`config.mk`:
```
export PLATFORM = sky130hd
export DESIGN_NAME = exp_sequencer
export DESIGN_NICKNAME = d
export VERILOG_FILES = /design/src/rtl/exp_sequencer.sv
export SDC_FILE = /design/constraint.sdc
export NUM_CORES = 1
export LEC_CHECK = 0
export ABC_CLOCK_PERIOD_IN_PS = 3100
export CAP_MARGIN = 20
export CORE_UTILIZATION = 30
export DETAILED_ROUTE_END_ITERATION = 10
export PLACE_DENSITY = 0.56
export SETUP_SLACK_MARGIN = 0.4
export SLEW_MARGIN = 20
export SYNTH_ARGS = -nofsm -noshare
export SYNTH_HDL_FRONTEND = slang
export SYNTH_SLANG_ARGS = --single-unit
```
`constraint.sdc`:
```
create_clock -name clk -period 3.1 [get_ports clk]
set_clock_uncertainty 0.05 [all_clocks]
set_input_delay 0.465 -clock clk [delete_from_list [all_inputs] [get_ports clk]]
set_output_delay 0.465 -clock clk [all_outputs]
set_load 0.01 [all_outputs]
```
`src/rtl/exp_sequencer.sv`:
```
// exp_sequencer: feeds IEEE-754 single operands from a small FIFO to an
// exponentiation unit one at a time and returns each result on a
// valid/ready stream, carrying the vector's last flag alongside.
//
// Ports:
//   clk, rst                    clock, synchronous active-high reset
//   in_valid/in_ready/in_data/in_last     operand input stream
//   exp_start/exp_operand       start pulse and operand to the unit
//   exp_result/exp_valid/exp_busy         result and status from the unit
//   out_valid/out_ready/out_data/out_last result output stream
//   fifo_count                  occupied FIFO entries
//   vec_count                   results delivered in the current vector
//   timeout_err                 sticky flag, set when the unit never answers
module exp_sequencer #(
  parameter int unsigned DATA_W     = 32,
  parameter int unsigned FIFO_DEPTH = 4,
  parameter int unsigned TIMEOUT    = 2048
) (
  input  logic                            clk,
  input  logic                            rst,
  input  logic                            in_valid,
  output logic                            in_ready,
  input  logic [DATA_W-1:0]               in_data,
  input  logic                            in_last,
  output logic                            exp_start,
  output logic [DATA_W-1:0]               exp_operand,
  input  logic [DATA_W-1:0]               exp_result,
  input  logic                            exp_valid,
  input  logic                            exp_busy,
  output logic                            out_valid,
  input  logic                            out_ready,
  output logic [DATA_W-1:0]               out_data,
  output logic                            out_last,
  output logic [$clog2(FIFO_DEPTH):0]     fifo_count,
  output logic [15:0]                     vec_count,
  output logic                            timeout_err
);

  localparam int unsigned PTR_W = $clog2(FIFO_DEPTH);
  localparam int unsigned CNT_W = PTR_W + 1;
  localparam int unsigned TO_W  = $clog2(TIMEOUT + 1);
  localparam logic [DATA_W-1:0] QNAN = DATA_W'(32'h7FC0_0000);

  typedef enum logic [1:0] {StIdle, StIssue, StWait, StHold} state_e;

  state_e                state;
  logic [DATA_W:0]       mem [FIFO_DEPTH];
  logic [PTR_W-1:0]      wr_ptr;
  logic [PTR_W-1:0]      rd_ptr;
  logic [TO_W-1:0]       to_cnt;
  logic                  pend_last;
  logic                  push;
  logic                  pop;

  // in_ready comes from the registered count only: a full FIFO refuses
  // data even in a cycle where an entry is being popped.
  assign in_ready = (fifo_count != CNT_W'(FIFO_DEPTH));
  assign push     = in_valid & in_ready;
  assign pop      = (state == StIdle) && (fifo_count != '0) && !exp_busy;

  // Storage needs no reset; validity is tracked by the pointers and count.
  always_ff @(posedge clk) begin
    if (push) begin
      mem[wr_ptr] <= {in_last, in_data};
    end
  end

  // Pointers wrap naturally because the depth is a power of two.
  always_ff @(posedge clk) begin
    if (rst) begin
      wr_ptr     <= '0;
      rd_ptr     <= '0;
      fifo_count <= '0;
    end else begin
      if (push) wr_ptr <= wr_ptr + 1'b1;
      if (pop)  rd_ptr <= rd_ptr + 1'b1;
      case ({push, pop})
        2'b10:   fifo_count <= fifo_count + 1'b1;
        2'b01:   fifo_count <= fifo_count - 1'b1;
        default: fifo_count <= fifo_count;
      endcase
    end
  end

  always_ff @(posedge clk) begin
    if (rst) begin
      state       <= StIdle;
      exp_start   <= 1'b0;
      exp_operand <= '0;
      pend_last   <= 1'b0;
      out_valid   <= 1'b0;
      out_data    <= '0;
      out_last    <= 1'b0;
      vec_count   <= '0;
      timeout_err <= 1'b0;
      to_cnt      <= '0;
    end else begin
      exp_start <= 1'b0;
      case (state)
        StIdle: begin
          if (pop) begin
            {pend_last, exp_operand} <= mem[rd_ptr];
            exp_start                <= 1'b1;
            state                    <= StIssue;
          end
        end
        StIssue: begin
          to_cnt <= '0;
          state  <= StWait;
        end
        StWait: begin
          if (exp_valid) begin
            out_data  <= exp_result;
            out_last  <= pend_last;
            out_valid <= 1'b1;
            state     <= StHold;
          end else if (to_cnt == TO_W'(TIMEOUT - 1)) begin
            // Unit never answered: emit a quiet NaN so the stream keeps moving.
            out_data    <= QNAN;
            out_last    <= pend_last;
            out_valid   <= 1'b1;
            timeout_err <= 1'b1;
            state       <= StHold;
          end else begin
            to_cnt <= to_cnt + 1'b1;
          end
        end
        StHold: begin
          if (out_ready) begin
            out_valid <= 1'b0;
            state     <= StIdle;
            if (out_last) begin
              vec_count <= '0;
            end else if (vec_count != 16'hFFFF) begin
              vec_count <= vec_count + 1'b1;
            end
          end
        end
        default: state <= StIdle;
      endcase
    end
  end

endmodule

```
==> results.toml, run 1 <==
[setup_path]
criticalPathCategory = "reg -> out"
crit_fanout = 18
ff2ff_setup_slack_ps = 810
arrival_ps = 1880
start_kind = "flip-flop"
cp.depth = 1
reg2reg_from = "fifo_count[0]$_SDFFE_PP0P_"
path_delay_family = "flip-flops"
critPathRequiredTime_ps = 2580
path_buf_inv = 1
cp-end-kind = "output port"
worstPathCellList = "clkdlybuf4s50_1"
critical_path.max_stage_delay_ps = 700
reg2reg_depth = 10
regToRegEndpoint = "fifo_count[2]$_SDFFE_PP0P_"
cp_slowest_cell = "dfxtp_1"

[finish]
n_antenna_cell = 0
final_nets = 910
multi_input_area_um2 = 2780
nFillCells = 2775
drive_gt1_frac = 0.1488
seq_area_um2 = 6088
syn2layout_area_growth_pct = 33.57
layout.cells.non_filler = 1237

[logic_synthesis]
async_flop_share = 0
yosysWarnings = 0
synth.most_common_cell = "edfxtp_1"
synth-seq-cells = 238
syn_avg_cell_area_um2 = 13.84
synth_edf_count = 132
synth_ff_type = "edfxtp_1"
synth_sequential_area_ratio = 0.6715
syn-cell-area_um2 = 9064
ys_top_cells_by_area = "edfxtp_1 (44%), dfxtp_1 (23%), mux4_2 (8.2%), nand2_1 (3.6%), a21oi_1 (2.9%)"
synth_top_area_frac = 0.4373
synth_top_cell_by_area = "edfxtp_1"
synth_commonest_cells = "edfxtp_1 (132), dfxtp_1 (106), nand2_1 (86)"
netlist_instances = 655
yosysUniqueCellTypes = 57
synth_nets = 739

[clock_tree]
postCtsSetupBuffers = 0
path_clk_slew_ps = 60
cts_buffers = 27
root_buffer = "clkbuf_16"
cts.path.max_buffers = 3
clk_latency_ps = 540
htree_levels = 1
cts_hold_buf = 0
ctsResizeCount = 0
cts_tree = "done"
numClockSinks = 238

[power_and_ir_drop]
internal_power_uw = 6640
cellPowerDensity_nw_per_um2 = 749.4
clkPwrFrac = 0.362
sw_frac_of_total = 0.2682
combinationalPowerShare = 0.210
leakagePower_uw = 0.004021
p_switching_uw = 2433
peakVddDrop_mv = 0.3885
seqPwrFrac = 0.427

[global_route]
grt_overflow = 0
grt_use_total = 0.1326
grt_pass1_vias = 5900
grt_max_degree = 43
antenna_found_initial = 1
grt_pass1_wl_um = 32500

[worst_hold_path]
min-delay-start = "rst"
min_path_cells = 4
hold_class = "in -> reg"
whs_endpoint = "to_cnt[9]$_SDFFE_PP0P_"

[die]
core_um2 = 29720
rows = 63
die_h_um = 175.8
io_pins = 159
start_util = 0.3050
die_w_um = 175.8
die_area_um2 = 30910

[timing]
period_needed_ps = 2398
max_slew.worst_pin.slew_ps = 673.7
hold_viol_final = 0
slew_headroom = 0.5508
rsz0062_at_grt = "no"
fmax_mhz = 417.0
setup-violations-final = 0
finalSetupTns_ps = 0
min_period_over_period = 0.7735
maxSlewViolCount = 0

[run]
cap_violations = 0

[placement]
dp_cells = 1187
gp_congestion = 0.7405
dpl.hpwl_um = 13180
io_buffers = 158

[detailed_routing]
wire_per_inst_um = 16.57
firstDrtPassIters = 6
vias_per_cell = 4.756
ant_nets = 0
drt_iter0_drc = 374
vias = 5883
drc_errors = 0
wl_um = 20500

[outcome]
status = "completed"
registers in the layout, indices dropped and copies added, names as in the netlist, 2 cells and up:
name	count
to_cnt	12
wr_ptr	2
fifo_count	3
state	2
vec_count	16
mem	132
rd_ptr	2
exp_operand	32
out_data	32
area by class of cell:
type	instances	area share
Inverter	18	0.005581
Multi-Input combinational cell	366	0.2296
Clock inverter	19	0.01881
Tap cell	390	0.04031
Sequential cell	238	0.5029
Clock buffer	31	0.05788
Timing Repair Buffer	175	0.1449
cells in the final DEF (no fill, tap or decap), drive strengths merged, types with 3 or more instances in the layout:
cell,synthesis,final
a21oi,53,53
a22o,23,23
a31oi,6,6
and2,3,3
and3,6,6
buf,8,18
bufinv,0,4
clkbuf,25,31
clkdlybuf4s50,0,157
clkinv,0,13
dfxtp,106,106
edfxtp,132,132
ha,12,12
inv,18,20
mux2i,3,3
mux4,33,33
nand2,86,86
nand2b,5,5
nand3,13,13
nand4,8,8
nor2,31,31
nor3,6,6
nor4,3,3
o211ai,4,4
o21ai,15,15
o221a,9,9
o31ai,5,5
o41ai,4,4
or3,4,4
or4,5,5
xor2,3,3
power by group through the flow:
stage / sequential, uW / clock [uW] / combinational [uW]
global route: 3920 / 3500 / 2100
global placement: 3940 / 0 / 1950
detailed placement: 3950 / 0 / 1960
floorplan: 3980 / 0 / 1060
CTS: 3880 / 3390 / 1970
finish: 3880 / 3290 / 1910
cell families (layout without fill, tap and decap cells):
| group | Yosys count | in the layout | synth area share |
|---|---|---|---|
| adder cells (fa/ha/maj) | 13 | 13 | 0.01877 |
| AO/OA/AOI/OAI | 131 | 131 | 0.1008 |
| AND/OR/NAND/NOR | 179 | 179 | 0.09291 |
| XOR/XNOR | 5 | 5 | 0.004832 |
| multiplexers | 38 | 38 | 0.08780 |
| buffers and inverters | 51 | 243 | 0.02347 |
| flip-flops | 238 | 238 | 0.6715 |
routing by layer:
layer / global-route usage / routed length, um / up-vias
met1: 0.1742 / 9408 / 2850
met4: 0.03043 / 416 / 2
li1: - / - / 2829
met3: 0.02965 / 1183 / 34
met5: 0 / 13 / -
met2: 0.2220 / 9479 / 168
worst max-delay path by stage:
stage / start / to / slack (ps)
global placement: in_valid / fifo_count[2]$_SDFFE_PP0P_ / 590
CTS: out_last$_SDFFE_PP0P_ / out_last / 680
floorplan: state[0]$_SDFFE_PP0P_ / fifo_count[2]$_SDFFE_PP0P_ / 550
global route: out_last$_SDFFE_PP0P_ / out_last / 610
finish: out_last$_SDFFE_PP0P_ / out_last / 700
detailed placement: in_valid / fifo_count[2]$_SDFFE_PP0P_ / 570
metrics by stage:
step	total power, uW	area (um^2)	util	hold slack (ps)	setup WS [ps]
after floorplan	5044	9064	-	386.0	547.3
after global placement	5887	11180	0.3762	394.3	589.3
after detailed placement	5909	11180	0.3762	395.3	566.2
after CTS	9242	12110	0.4074	292.9	675.7
after global routing	9521	12110	0.4074	361.5	614.0
final	9073	12110	0.4074	326.9	702.1
(Power assumes the default switching activity.)
==> run 2: changes to the inputs <==
--- a/config.mk
+++ b/config.mk
@@ -5,11 +5,11 @@
 export SDC_FILE = /design/constraint.sdc
 export NUM_CORES = 1
 export LEC_CHECK = 0
-export ABC_CLOCK_PERIOD_IN_PS = 3100
+export ABC_CLOCK_PERIOD_IN_PS = 2200
 export CAP_MARGIN = 20
 export CORE_UTILIZATION = 30
 export DETAILED_ROUTE_END_ITERATION = 10
-export PLACE_DENSITY = 0.56
+export PLACE_DENSITY = 0.58
 export SETUP_SLACK_MARGIN = 0.4
 export SLEW_MARGIN = 20
 export SYNTH_ARGS = -nofsm -noshare
==> constraint.sdc (replaced) <==
create_clock -name clk -period 2.2 [get_ports clk]
set_clock_uncertainty 0.05 [all_clocks]
set_input_delay 0.33 -clock clk [delete_from_list [all_inputs] [get_ports clk]]
set_output_delay 0.33 -clock clk [all_outputs]
set_load 0.01 [all_outputs]
==> run 2 against run 1 <==
  * Sequential share of layout area decreased by 1.9 points
  * Clock power up 40%
  * Non-clock buffer count rose by 42
  * Register-to-register slack got worse by 540 ps
  * Utilization up 2.1 points
  * First-iteration DRC count shrank 29%
  * Cell count increased by 3.4%
  * Critical endpoint is now fifo_count[2]$_SDFFE_PP0P_
==> results.toml, run 2 (same netlist as run 1, synthesis figures left out) <==
[die]
die_area_um2 = 30910
core_um2 = 29720
io_pins = 159
start_util = 0.3050
rows = 63
die_w_um = 175.8
die_h_um = 175.8

[power_and_ir_drop]
cellPowerDensity_nw_per_um2 = 1014
seqPwrFrac = 0.425
internal_power_uw = 9426
leakagePower_uw = 0.004720
peakVddDrop_mv = 0.5485
combinationalPowerShare = 0.218
clkPwrFrac = 0.357
sw_frac_of_total = 0.2696
p_switching_uw = 3479

[timing]
fin_ws_ps = 274.9
maxSlewViolCount = 0
setup-violations-final = 0
hold_viol_final = 0
fmax_mhz = 519.4
finalSetupTns_ps = 0
fin_hold_ws_ps = 66.80
slew_headroom = 0.6346
period_needed_ps = 1925
rsz0062_at_grt = "yes"
min_period_over_period = 0.8751
max_slew.worst_pin.slew_ps = 548.2

[placement]
dpl_cell_area_um2 = 11460
gp_congestion = 0.7910
place_ws_ps = -11.82
dpl.hpwl_um = 12950
io_buffers = 158

[detailed_routing]
top_layer = "met4"
drt_iter0_drc = 267
met3WireLength_um = 1181
wire_per_inst_um = 16.61
ant_nets = 0
wl_um = 21250
vias = 6109
met1_length_um = 9641
vias_per_cell = 4.776
route.met2.wl_um = 9874
firstDrtPassIters = 4
drc_errors = 0

[setup_path]
regToRegEndpoint = "fifo_count[2]$_SDFFE_PP0P_"
reg2reg_from = "state[0]$_SDFFE_PP0P_"
arrival_ps = 2340
critPathRequiredTime_ps = 2610
critical_path.max_stage_delay_ps = 340
cp-end-kind = "flip-flop"
criticalPathCategory = "reg -> reg"
start_kind = "flip-flop"
setup.worst_path.end = "fifo_count[2]$_SDFFE_PP0P_"
cp_slowest_cell = "dfxtp_2"
reg2reg_depth = 10
worstPathCellList = "inv_4 > ha_4 > o311ai_4 > inv_2 > ha_4 > inv_2 > fa_2 > xor2_1 > or3_1 > a21oi_1"
crit_fanout = 3
ff2ff_setup_slack_ps = 270
startpoint = "state[0]$_SDFFE_PP0P_"

[clock_tree]
cts.path.max_buffers = 3
clk_latency_ps = 540
cts_buffers = 27
cts_tree = "done"
htree_levels = 1
path_clk_slew_ps = 60
numClockSinks = 238
root_buffer = "clkbuf_16"

[global_route]
grt_pass1_wl_um = 33420
antenna_found_initial = 1
grt_overflow = 0
grt_use_total = 0.1368
grt_pass1_vias = 6123
grt_max_degree = 45

[finish]
largest-register = "mem"
nFillCells = 2774
multi_input_area_um2 = 2994
drive_gt1_frac = 0.2568
syn2layout_area_growth_pct = 40.38
final_nets = 952
final_cell_mix = "edfxtp_1 (132), nand2_1 (86), dlygate4sd2_1 (85)"
seq_area_um2 = 6158
stdcell_area_um2 = 12720
largest_reg_flops = 132
final_common_cell = "edfxtp_1"
top_regs = "mem (132), exp_operand (32), out_data (32)"

[worst_hold_path]
hold_class = "in -> reg"

[run]
cap_violations = 0

[outcome]
status = "completed"
==> run 2: cell count changes in the layout (fill, tap and decap cells not counted), sizes merged <==
cell,delta
clkinv,-11
clkinvlp,+1
dlymetal6s2s,+1
bufbuf,+1
buf,+41
inv,+1
diode,+1
clkdlybuf4s50,-87
dlygate4sd2,+85
bufinv,-2
clkbuf,+11
==> run 2: cell type report <==
type / instances / share of cell area
flip-flops and latches: 238 / 0.4840
multi-input cells: 366 / 0.2353
clock inverters: 8 / 0.008850
repair buffers: 217 / 0.1637
clock buffers: 41 / 0.06362
diodes: 1 / 0.0001967
well taps: 390 / 0.03835
inverters: 18 / 0.005900
==> run 2: worst min-delay path by stage <==
stage                     slack, ps                         start  depth (start not counted)                            to
final                            70                           rst                          2      timeout_err$_SDFFE_PP0P_
after CTS                        40                           rst                          2      timeout_err$_SDFFE_PP0P_
after global routing             70                           rst                          2      timeout_err$_SDFFE_PP0P_
after floorplan                 380                    in_data[0]                          0           mem[0][0]$_DFFE_PP_
after global placement          390   exp_operand[5]$_SDFFE_PP0P_                          2   exp_operand[5]$_SDFFE_PP0P_
after detailed placement        400  exp_operand[22]$_SDFFE_PP0P_                          2  exp_operand[22]$_SDFFE_PP0P_
==> run 2: worst max-delay path, delay by kind of cell (launching register included) <==
family                     cells  cell delay (ps)
adders and majority gates      3              600
DFF                            1              340
and+or+nand+nor                1              300
AOI/OAI and AO/OA              2              210
buffers and inverters          3              190
xor gates and xnor gates       1              150
==> run 2: power by group through the flow <==
stage               logic [uW]  registers, uW  clock network, uW
finish                    2820           5490               4600
global route              3110           5550               4880
CTS                       2860           5500               4740
detailed placement        2930           5600                  0
global placement          2900           5600                  0
floorplan                 1570           5630                  0
==> run 2: metal layers <==
layer  global-route usage  up-vias
li1                     -     2919
met3              0.02987       36
met2               0.2306      157
met4              0.03841        0
met1               0.1760     2997
met5                    0        -
==> run 2: what timing repair did <==
action | CTS | global route
gates resized for setup | 129 | 30
setup buffers | 20 | 5
endpoints found under the setup margin | 111 | 82
cloned | 1 | 0
hold buffers | 0 | 0
pin swaps | 13 | 15
==> run 2: per-stage QoR <==
stage / power [uW] / cells / utilization
after global routing: 13540 / 1278 / 0.4281
after detailed placement: 8532 / 1203 / 0.3858
after floorplan: 7196 / 655 / -
after CTS: 13100 / 1273 / 0.4236
after global placement: 8496 / 1203 / 0.3858
final: 12910 / 1279 / 0.4282
